## config.mk

```make
export PLATFORM = sky130hd
export DESIGN_NAME = uart_rx_buf
export DESIGN_NICKNAME = d
export VERILOG_FILES = /design/src/rtl/uart_rx_buf.sv
export SDC_FILE = /design/constraint.sdc
export NUM_CORES = 1
export LEC_CHECK = 0
export CAP_MARGIN = 5
export CELL_PAD_IN_SITES_DETAIL_PLACEMENT = 1
export CELL_PAD_IN_SITES_GLOBAL_PLACEMENT = 2
export CORE_ASPECT_RATIO = 0.5
export CORE_MARGIN = 2
export CORE_UTILIZATION = 50
export CTS_CLUSTER_SIZE = 24
export DETAILED_ROUTE_END_ITERATION = 6
export PLACE_DENSITY = 0.83
export SYNTH_ARGS = -nofsm -noshare
export SYNTH_HDL_FRONTEND = slang
export SYNTH_SLANG_ARGS = --single-unit
```

## constraint.sdc

```tcl
create_clock -name clk -period 5.3 [get_ports clk]
set_input_delay 1.325 -clock clk [delete_from_list [all_inputs] [get_ports clk]]
set_output_delay 1.325 -clock clk [all_outputs]
set_load 0.02 [all_outputs]
```

## src/rtl/uart_rx_buf.sv

```systemverilog
// 8N1 UART receiver with a 2-flop input synchronizer, a first-word-fall-through
// byte FIFO and sticky overrun / framing-error flags.
module uart_rx_buf #(
  parameter int CLKS_PER_BIT = 868,
  parameter int ADDR_W       = 4
) (
  input  logic              clk,
  input  logic              rstn,
  input  logic              rxd,
  input  logic              pop,
  input  logic              clr_err,
  output logic [7:0]        rxdata,
  output logic              rx_valid,
  output logic [ADDR_W:0]   level,
  output logic              overrun,
  output logic              frame_err
);

  localparam int DEPTH = 2 ** ADDR_W;
  localparam int CNT_W = $clog2(CLKS_PER_BIT);
  localparam logic [CNT_W-1:0] HALF_LOAD = CNT_W'(CLKS_PER_BIT / 2 - 1);
  localparam logic [CNT_W-1:0] FULL_LOAD = CNT_W'(CLKS_PER_BIT - 1);
  localparam logic [ADDR_W:0]  LEVEL_FULL = (ADDR_W + 1)'(DEPTH);

  typedef enum logic [1:0] {IDLE, START, DATA, STOP} state_t;

  logic              r_sync1, r_rxs;
  state_t            r_state, w_state;
  logic [CNT_W-1:0]  r_baud, w_baud;
  logic [2:0]        r_bit, w_bit;
  logic [7:0]        r_shift;
  logic              w_shift_en, w_push, w_ferr;

  logic [7:0]        r_mem [DEPTH];
  logic [ADDR_W-1:0] r_wr_ptr, r_rd_ptr;
  logic [ADDR_W:0]   r_level;
  logic              r_overrun, r_frame_err;
  logic              w_pop_ok, w_full, w_wr, w_ovr;

  // Sync flops reset to 1 so an idle line is not mistaken for a start bit.
  always_ff @(posedge clk or negedge rstn) begin
    if (!rstn) begin
      r_sync1 <= 1'b1;
      r_rxs   <= 1'b1;
    end else begin
      r_sync1 <= rxd;
      r_rxs   <= r_sync1;
    end
  end

  always_ff @(posedge clk or negedge rstn) begin
    if (!rstn) begin
      r_state <= IDLE;
      r_baud  <= '0;
      r_bit   <= '0;
    end else begin
      r_state <= w_state;
      r_baud  <= w_baud;
      r_bit   <= w_bit;
    end
  end

  always_comb begin
    w_state    = r_state;
    w_baud     = r_baud;
    w_bit      = r_bit;
    w_shift_en = 1'b0;
    w_push     = 1'b0;
    w_ferr     = 1'b0;
    case (r_state)
      IDLE: begin
        if (!r_rxs) begin
          w_state = START;
          w_baud  = HALF_LOAD;
        end
      end
      START: begin
        if (r_baud == '0) begin
          if (!r_rxs) begin
            w_state = DATA;
            w_baud  = FULL_LOAD;
            w_bit   = 3'd0;
          end else begin
            w_state = IDLE;
          end
        end else begin
          w_baud = r_baud - CNT_W'(1);
        end
      end
      DATA: begin
        if (r_baud == '0) begin
          w_shift_en = 1'b1;
          w_baud     = FULL_LOAD;
          w_bit      = r_bit + 3'd1;
          if (r_bit == 3'd7) w_state = STOP;
        end else begin
          w_baud = r_baud - CNT_W'(1);
        end
      end
      STOP: begin
        // Leave at mid-stop so the next start edge is caught back-to-back.
        if (r_baud == '0) begin
          w_state = IDLE;
          if (r_rxs) w_push = 1'b1;
          else       w_ferr = 1'b1;
        end else begin
          w_baud = r_baud - CNT_W'(1);
        end
      end
      default: w_state = IDLE;
    endcase
  end

  always_ff @(posedge clk) begin
    if (w_shift_en) r_shift <= {r_rxs, r_shift[7:1]};
  end

  assign w_pop_ok = pop && rx_valid;
  assign w_full   = (r_level == LEVEL_FULL);
  // A pop in the same cycle frees the slot, so a full FIFO still accepts.
  assign w_wr     = w_push && (!w_full || w_pop_ok);
  assign w_ovr    = w_push && w_full && !w_pop_ok;

  always_ff @(posedge clk) begin
    if (w_wr) r_mem[r_wr_ptr] <= r_shift;
  end

  always_ff @(posedge clk or negedge rstn) begin
    if (!rstn) begin
      r_wr_ptr <= '0;
      r_rd_ptr <= '0;
      r_level  <= '0;
    end else begin
      if (w_wr)     r_wr_ptr <= r_wr_ptr + ADDR_W'(1);
      if (w_pop_ok) r_rd_ptr <= r_rd_ptr + ADDR_W'(1);
      case ({w_wr, w_pop_ok})
        2'b10:   r_level <= r_level + (ADDR_W + 1)'(1);
        2'b01:   r_level <= r_level - (ADDR_W + 1)'(1);
        default: r_level <= r_level;
      endcase
    end
  end

  // Set takes priority over clear.
  always_ff @(posedge clk or negedge rstn) begin
    if (!rstn) begin
      r_overrun   <= 1'b0;
      r_frame_err <= 1'b0;
    end else begin
      if (w_ovr)        r_overrun <= 1'b1;
      else if (clr_err) r_overrun <= 1'b0;
      if (w_ferr)       r_frame_err <= 1'b1;
      else if (clr_err) r_frame_err <= 1'b0;
    end
  end

  assign rx_valid  = (r_level != '0);
  assign rxdata    = rx_valid ? r_mem[r_rd_ptr] : 8'h00;
  assign level     = r_level;
  assign overrun   = r_overrun;
  assign frame_err = r_frame_err;

endmodule

```

==> run_results.csv <==
group,metric,value,unit
floorplan,die_w,172.8,um
floorplan,core.rowCount,30,
critical_path,endpoint_kind,"output pin",
status,outcome,"complete, no violations",
critical_path,startpoint_type,"register",
logic_synthesis,syn_avg_cell_area,17.58,um2
critical_path,r2r-end,"r_mem[7][6]$_DFFE_PP_",
logic_synthesis,synthTopCellsByArea,"edfxtp_1 57%, mux4_2 13%, dfrtp_1 11%, ha_1 2.6%, nor2_1 1.2%",
detailed_routing,drc_errors,0,
critical_path,worst_ep_required_time,3970,ps
global_routing,grt-ovfl-total,0,
cts,cts_resized,0,
min_path,hp-start,"r_sync1$_DFF_PN1_",
place,dpl.cell_count,606,
pwr,peakVddDrop,0.2619,mV
detailed_routing,drt_iter0_markers,346,
cts,cts_max_level,4,
detailed_routing,wl_per_cell,23.95,um
global_routing,antenna_found_initial,0,
pwr,p_leak,2.782,nW
global_routing,grtUsageTotal,0.2206,
timing,slew_headroom,0.2504,
global_routing,met1_usage,0.2931,
final_layout,num-fill-cells,1226,
cts,clockBufferDepth,2,
detailed_routing,firstDrtPassIters,4,
logic_synthesis,syn_nets,425,
critical_path,reg2reg_depth,7,
critical_path,path_class,"register to output pin",
floorplan,die_h,88.39,um
global_routing,grt_pass1_vias,4052,
min_path,hold_end,"r_rxs$_DFF_PN1_",
cts,cts_tree,"yes",
logic_synthesis,ys_seq_area_frac,0.6863,
global_routing,grtUsageMet2,0.3720,
global_routing,grt.busiest_layer,"met2",
cts,clockRootBuffer,"clkbuf_16",
final_layout,final_cells,638,
timing,fmax,219.0,MHz
logic_synthesis,synthFlopType,"edfxtp_1",
floorplan,die_area,0.01527,mm2
global_routing,grt_pass1_wl,24200,um
floorplan,pin_count,21,
final_layout,utilization,0.5909,
floorplan,start_util,0.5183,
cts,postCtsSetupRepairBufs,0,
min_path,holdPathStages,0,
detailed_routing,wirelength,15280,um
logic_synthesis,yosys-top-cells-count,"136 x edfxtp_1, 40 x mux4_2, 30 x dfrtp_1",
final_layout,nNetsFinal,453,
critical_path,crit_arrival,3240,ps
cts,clock_latency,440,ps
final_layout,drive_gt1_frac,0.2175,
logic_synthesis,ys_warn_count,0,
detailed_routing,ant_nets,0,
logic_synthesis,yosys_register_bits,168,
logic_synthesis,synth.largest_area_cell,"edfxtp_1",
place,dpl.hpwl,10130,um
cts,numCtsBuffers,17,
timing,final-max-slew-violation-count,0,
min_path,hold_path.class,"register to register",
pwr,p_per_area,460.0,mW/mm2
place,portBuffers,20,
timing,min_period_over_period,0.8615,
critical_path,r2r_start,"r_baud[0]$_DFFE_PN0P_",
cts,cts.sinks,168,
timing,rsz0062_at_grt,"false",
timing,setup_viol,0,
logic_synthesis,synth_cells,405,
global_routing,use_met3,0.04811,
final_layout,area_delta_synth_final,14.00,%
timing,finalHoldViolCount,0,
logic_synthesis,synth.most_common_cell,"edfxtp_1",
final_layout,n_antenna_cell,0,
flow_run,maxCapViolations,0,
timing,tns,0,ps
detailed_routing,via_count,3708,
critical_path,rrSetupSlack,2120,ps
logic_synthesis,synthDistinctLibCells,60,
place,routabilityCongestion,0.7709,
logic_synthesis,synth_area,0.007121,mm2
final_layout,ff_latch_area,0.004888,mm2
global_routing,grt_max_degree,36,
floorplan,design.core.area,0.01374,mm2
critical_path,worstPathMaxFanout,20,
detailed_routing,avgViaCountPerCell,5.812,
final_layout,multiInputGateArea,0.002117,mm2
logic_synthesis,synth_edf_count,136,
critical_path,setup.worst_path.start,"r_rd_ptr[0]$_DFFE_PN0P_",
timing,period_needed,4566,ps
logic_synthesis,synth.top_cell.area_share,0.5735,
timing,worst_clock_skew,17.44,ps
timing,worst_slew_pin_slew,1120,ps
cts,path_clk_slew,70,ps
logic_synthesis,async_flop_share,0.1905,
cts,hold_buffers,0,
==> routing by layer <==
metal  wire, um  vias to the layer above
li1           -                     1665
met1       6583                     1925
met2       7456                      108
met3       1100                       10
met4        137                        0
met5          0                        -
==> layout by cell type (no fill, tap or decap), types with 5 or more instances in the layout <==
master and count:
nand2_1 15, o21ai_1 9, clkbuf_16 17, dfrtp_1 29, edfxtp_1 136, nor3_1 8
mux4_2 40, nor2_1 23, xnor2_1 8, a21oi_1 10, clkdlybuf4s50_1 20, nor2b_1 11
inv_1 14, ha_1 15, nor3_2 6, inv_6 5
==> critical path, cell delays in order (launching register included) <==
cell and delay, ps:
dfrtp_2 800, buf_12 270, mux4_2 520, mux4_2 470, nor2b_1 150, clkdlybuf4s50_1 570
==> where the power goes <==
group	switching, mW	internal (mW)	total, mW
Sequential	0.140	1.45	1.59
Combinational	0.398	0.545	0.944
Clock	0.578	0.628	1.21
Total	1.12	2.62	3.73
==> cells by family after synthesis <==
| logic type | after synthesis | share of synthesized area |
|---|---|---|
| AO/OA/AOI/OAI | 51 | 0.05236 |
| XOR/XNOR | 10 | 0.01230 |
| adder cells (fa/ha/maj) | 15 | 0.02636 |
| buffers and inverters | 29 | 0.01915 |
| flip-flops | 168 | 0.6863 |
| multiplexers | 43 | 0.1316 |
| AND/OR/NAND/NOR | 89 | 0.07187 |
==> flip-flops by register name, summed over array words and instances (netlist names), named ones only <==
name / count
frame_err: 1
level: 5
overrun: 1
r_baud: 10
r_bit: 3
r_mem: 128
r_rd_ptr: 4
r_rxs: 1
r_shift: 8
r_state: 1
r_sync1: 1
r_wr_ptr: 4
==> final cells by class <==
type,instances,area share
inverters,14,0.006473
clock inverters,15,0.01865
well taps,192,0.02959
multi-input cells,208,0.2608
clock buffers,17,0.05240
repair buffers,24,0.02990
flip-flops and latches,168,0.6022
==> how the worst max path moves through the flow <==
stage                           end  slack [ps]  cells past startpoint
after floorplan           rxdata[0]        2080                      5
after global placement    rxdata[4]        1180                      5
after detailed placement  rxdata[3]        1130                      5
after CTS                 rxdata[3]         660                      5
after global routing      rxdata[4]         570                      5
final                     rxdata[2]         730                      5
==> through the flow <==
stage / hold slack (ps) / total power [mW] / cell area [um2] / setup WS, ps
6_report: 357.2 / 3.734 / 8118 / 733.9
5_1_grt: 365.3 / 3.890 / 8118 / 574.5
4_1_cts: 358.5 / 3.776 / 8118 / 663.8
3_5_place_dp: 348.1 / 2.574 / 7541 / 1130
3_3_place_gp: 348.1 / 2.534 / 7541 / 1177
2_1_floorplan: 345.2 / 2.252 / 7121 / 2084
Power figures use the tool's default switching activity.
==> RTL edit 1 (config.mk and constraints unchanged) <==
Change the parameter `CLKS_PER_BIT` from 868 to 217.
--- a/src/rtl/uart_rx_buf.sv
+++ b/src/rtl/uart_rx_buf.sv
@@ -3,3 +3,3 @@
 module uart_rx_buf #(
-  parameter int CLKS_PER_BIT = 868,
+  parameter int CLKS_PER_BIT = 217,
   parameter int ADDR_W       = 4
Check against the original RTL: same outputs for any inputs over 10 cycles, from zero or initial values and one cycle with rstn low; that may be too few to reach the edited logic, so the function may still have changed.
==> RTL edit 1 against the unedited design <==
  * Sequential cell count down 2
  * Count of clock-buffer cells in the layout up 1
  * Register-to-register slack worse by 0.42 ns
  * Worst setup slack worse by 0.16 ns
  * First-iteration DRC count down 5.2%
  * Hold slack better by 0.0013 ns
  * Total power up 0.18%
  * Synthesized area down 1.8%
  * Design area down 1.2%
  * Routed wire length up 0.58%
  * Critical path type unchanged
  * Critical endpoint is now rxdata[7]
==> RTL edit 1: results <==
group,metric,value,unit
setup_path,cp-endpoint,"rxdata[7]",
finish,seq_cells,166,
route,met2_length,7600,um
die,core_area,13600,um^2
power_and_ir_drop,p_leak,2.77,nW
synthesis,synth_nets,431,
route,wl_met1,6760,um
sta,holdWs,0.358,ns
synthesis,yosysSeqAreaShare,69.2,%
setup_path,startpoint,"r_rd_ptr[0]",
power_and_ir_drop,switching_share,30.2,%
placed_design,dp_hpwl,9690,um
setup_path,r2r-end,"r_mem[5][7]",
finish,clkCellAreaFrac,7.26,%
route,wl_met3,678,um
route,routed_wirelength,15400,um
finish,buffers,27,
setup_path,r2r-start,"r_baud[2]",
setup_path,rrSetupSlack,1.70,ns
global_route,grtUsageMet1,30.6,%
route,post_drt_wl_per_cell,23.9,um
power_and_ir_drop,ir_drop,0.000236,V
synthesis,yosysUniqueCellTypes,50,
global_route,track_usage,23.0,%
run_status,outcome,"completed",
finish,drive_above_1_share,20.0,%
finish,non_clock_inverter_count,17,
placed_design,dpl_cell_area,7440,um^2
finish,buffer_area_share,3.15,%
power_and_ir_drop,p_per_area,467,nW/um^2
global_route,grt_pass1_wl,24400,um
finish,seqCellArea,4840,um^2
placed_design,dp_worst_setup_slack,0.983,ns
synthesis,ys_async_sr_fraction,18.1,%
finish,clockBufferCount,18,
synthesis,syn_avg_cell_area,17.1,um^2
global_route,grt_pass1_vias,4069,
-- RTL edit 1: changes by cell type in the layout (fill, tap and decap cells not counted), moves of 3 or more --
| cell | delta |
|---|---|
| nor3_1 | -5 |
| a21oi_1 | +5 |
| o21ai_0 | +9 |
| nor2b_1 | -9 |
| nand2_1 | +5 |
| inv_1 | +3 |
| and2_1 | +6 |
| o21ai_1 | -8 |
| nor2_1 | +3 |
| buf_4 | +4 |
-- RTL edit 1: cells by family (layout without fill, tap and decap cells) --
kind of cell	count (synthesis)	in the layout	share of synthesized area, %
xor gates and xnor gates	10	10	1.25
DFF	166	166	69.2
AOI/OAI and AO/OA	53	53	5.19
and+or+nand+nor	84	84	5.81
buffers and inverters	34	76	1.91
adders and majority gates	18	18	3.33
muxes	43	43	13.3
-- RTL edit 1: worst max-delay path, stage by stage, from the launching register on --
cell and delay (ns):
dfrtp_2 0.94, buf_4 0.32, mux4_2 0.52, mux4_2 0.47, and2_1 0.17, clkdlybuf4s50_1 0.55
==> RTL edit 2 (same settings) <==
Made on the original files. Encoding of `state_t`: now one-hot (4 bits for 4 states).
--- a/src/rtl/uart_rx_buf.sv
+++ b/src/rtl/uart_rx_buf.sv
@@ -24,3 +24,3 @@
 
-  typedef enum logic [1:0] {IDLE, START, DATA, STOP} state_t;
+  typedef enum logic [3:0] {IDLE = 4'b0001, START = 4'b0010, DATA = 4'b0100, STOP = 4'b1000} state_t;
 
Check against the original RTL: same outputs for any inputs over 10 cycles, from zero or initial values and one cycle with rstn low; not proved beyond that.
==> RTL edit 2 against the unedited design <==
  * Design area is 0.28% higher
  * First-iteration DRC count increased by 12%
  * Routed wire length up 5.3%
  * Synthesized area increased by 1.0%
  * Total power increased by 8.4%
  * Combinational power rose by 27%
  * Hold slack gained 0.0014 ns
  * Utilization down 0.16 points
  * Sequential cell count rose by 2
  * Via count grew 7.1%
  * Worst setup slack gained 0.15 ns
  * Largest power group unchanged
==> RTL edit 2: results <==
group,metric,value,unit
finish,multi_input_gates,217,
finish,buffer_area_share,2.83,%
sta,holdWs,0.359,ns
synthesis,synth-adder-area-share,1.91,%
sta,skew,0.0102,ns
power_and_ir_drop,internal-power,2.75,mW
finish,clkCellAreaFrac,6.89,%
synthesis,synth_mux_area_share,12.9,%
synthesis,synth_top_cells_by_count,"136 x edfxtp_1, 40 x mux4_2, 31 x dfrtp_1",
global_route,grt_pass1_wl,24800,um
synthesis,yosysSeqAreaShare,68.7,%
synthesis,synth_cells,423,
global_route,track_usage,22.4,%
run_status,outcome,"completed",
route,drt-initial-drc-count,387,
setup_path,cp_max_fo,24,
route,routed_wirelength,16100,um
finish,non_clock_inverter_count,17,
synthesis,ys_async_sr_fraction,20.0,%
finish,buffers,23,
finish,sh_seq_area,60.7,%
finish,fill_cells,1266,
synthesis,synth_nets,439,
global_route,grt_pass1_vias,4153,
synthesis,yosysUniqueCellTypes,58,
finish,fin_nets,462,
RTL edit 2: changes by cell type after synthesis, sizes merged, moves of 4 or more:
cell,delta
nor3,-5
nor2,-14
nor4,+5
clkbuf,+6
and2,+14
ha,-4
RTL edit 2: power groups by stage:
stage                     Sequential, mW  Clock (mW)  Combinational [mW]
after CTS                           1.66        1.21                1.21
after detailed placement            1.69           0                1.20
final                               1.66        1.19                1.20
after floorplan                     1.60           0               0.902
after global placement              1.68           0                1.16
after global routing                1.68        1.25                1.29
RTL edit 2: worst max-delay path, stage by stage (launching register included):
cell,delay (ns)
dfrtp_2,0.62
buf_12,0.28
mux4_2,0.54
mux4_2,0.48
nor2b_1,0.15
clkdlybuf4s50_1,0.58
RTL edit 2: final timing paths:
check / from / end / cells past startpoint
worst max-delay path: r_rd_ptr[0] / rxdata[4] / 5
worst min-delay path: r_sync1 / r_rxs / 0
worst max register to register: r_state[2] / level[4] / 9
worst min register to register: r_sync1 / r_rxs / 0
max in group asynchronous: rstn / r_rd_ptr[0] / 1
min in group asynchronous: rstn / frame_err / 1
RTL edit 2: per-layer routing:
layer | share of wire (%) | GRT usage (%) | up-vias
met4 | 0.99 | 7.33 | 0
met5 | 0 | 0 | -
met2 | 50 | 37.7 | 148
met1 | 43 | 29.9 | 2075
met3 | 6.0 | 5.03 | 21
li1 | - | - | 1728
RTL edit 2: through the flow:
stage	util (%)	worst slack, ns
after global placement	54.9	1.30
after floorplan	-	1.83
after detailed placement	54.9	1.27
final	58.9	0.882
after global routing	58.9	0.728
after CTS	58.9	0.819
RTL edit 2: cells by family (layout without fill, tap and decap cells):
family,Yosys count,count (layout)
flip-flops,170,170
AND/OR/NAND/NOR,100,100
AO/OA/AOI/OAI,53,53
multiplexers,42,42
buffers and inverters,36,71
adder cells (fa/ha/maj),11,11
XOR/XNOR,11,11
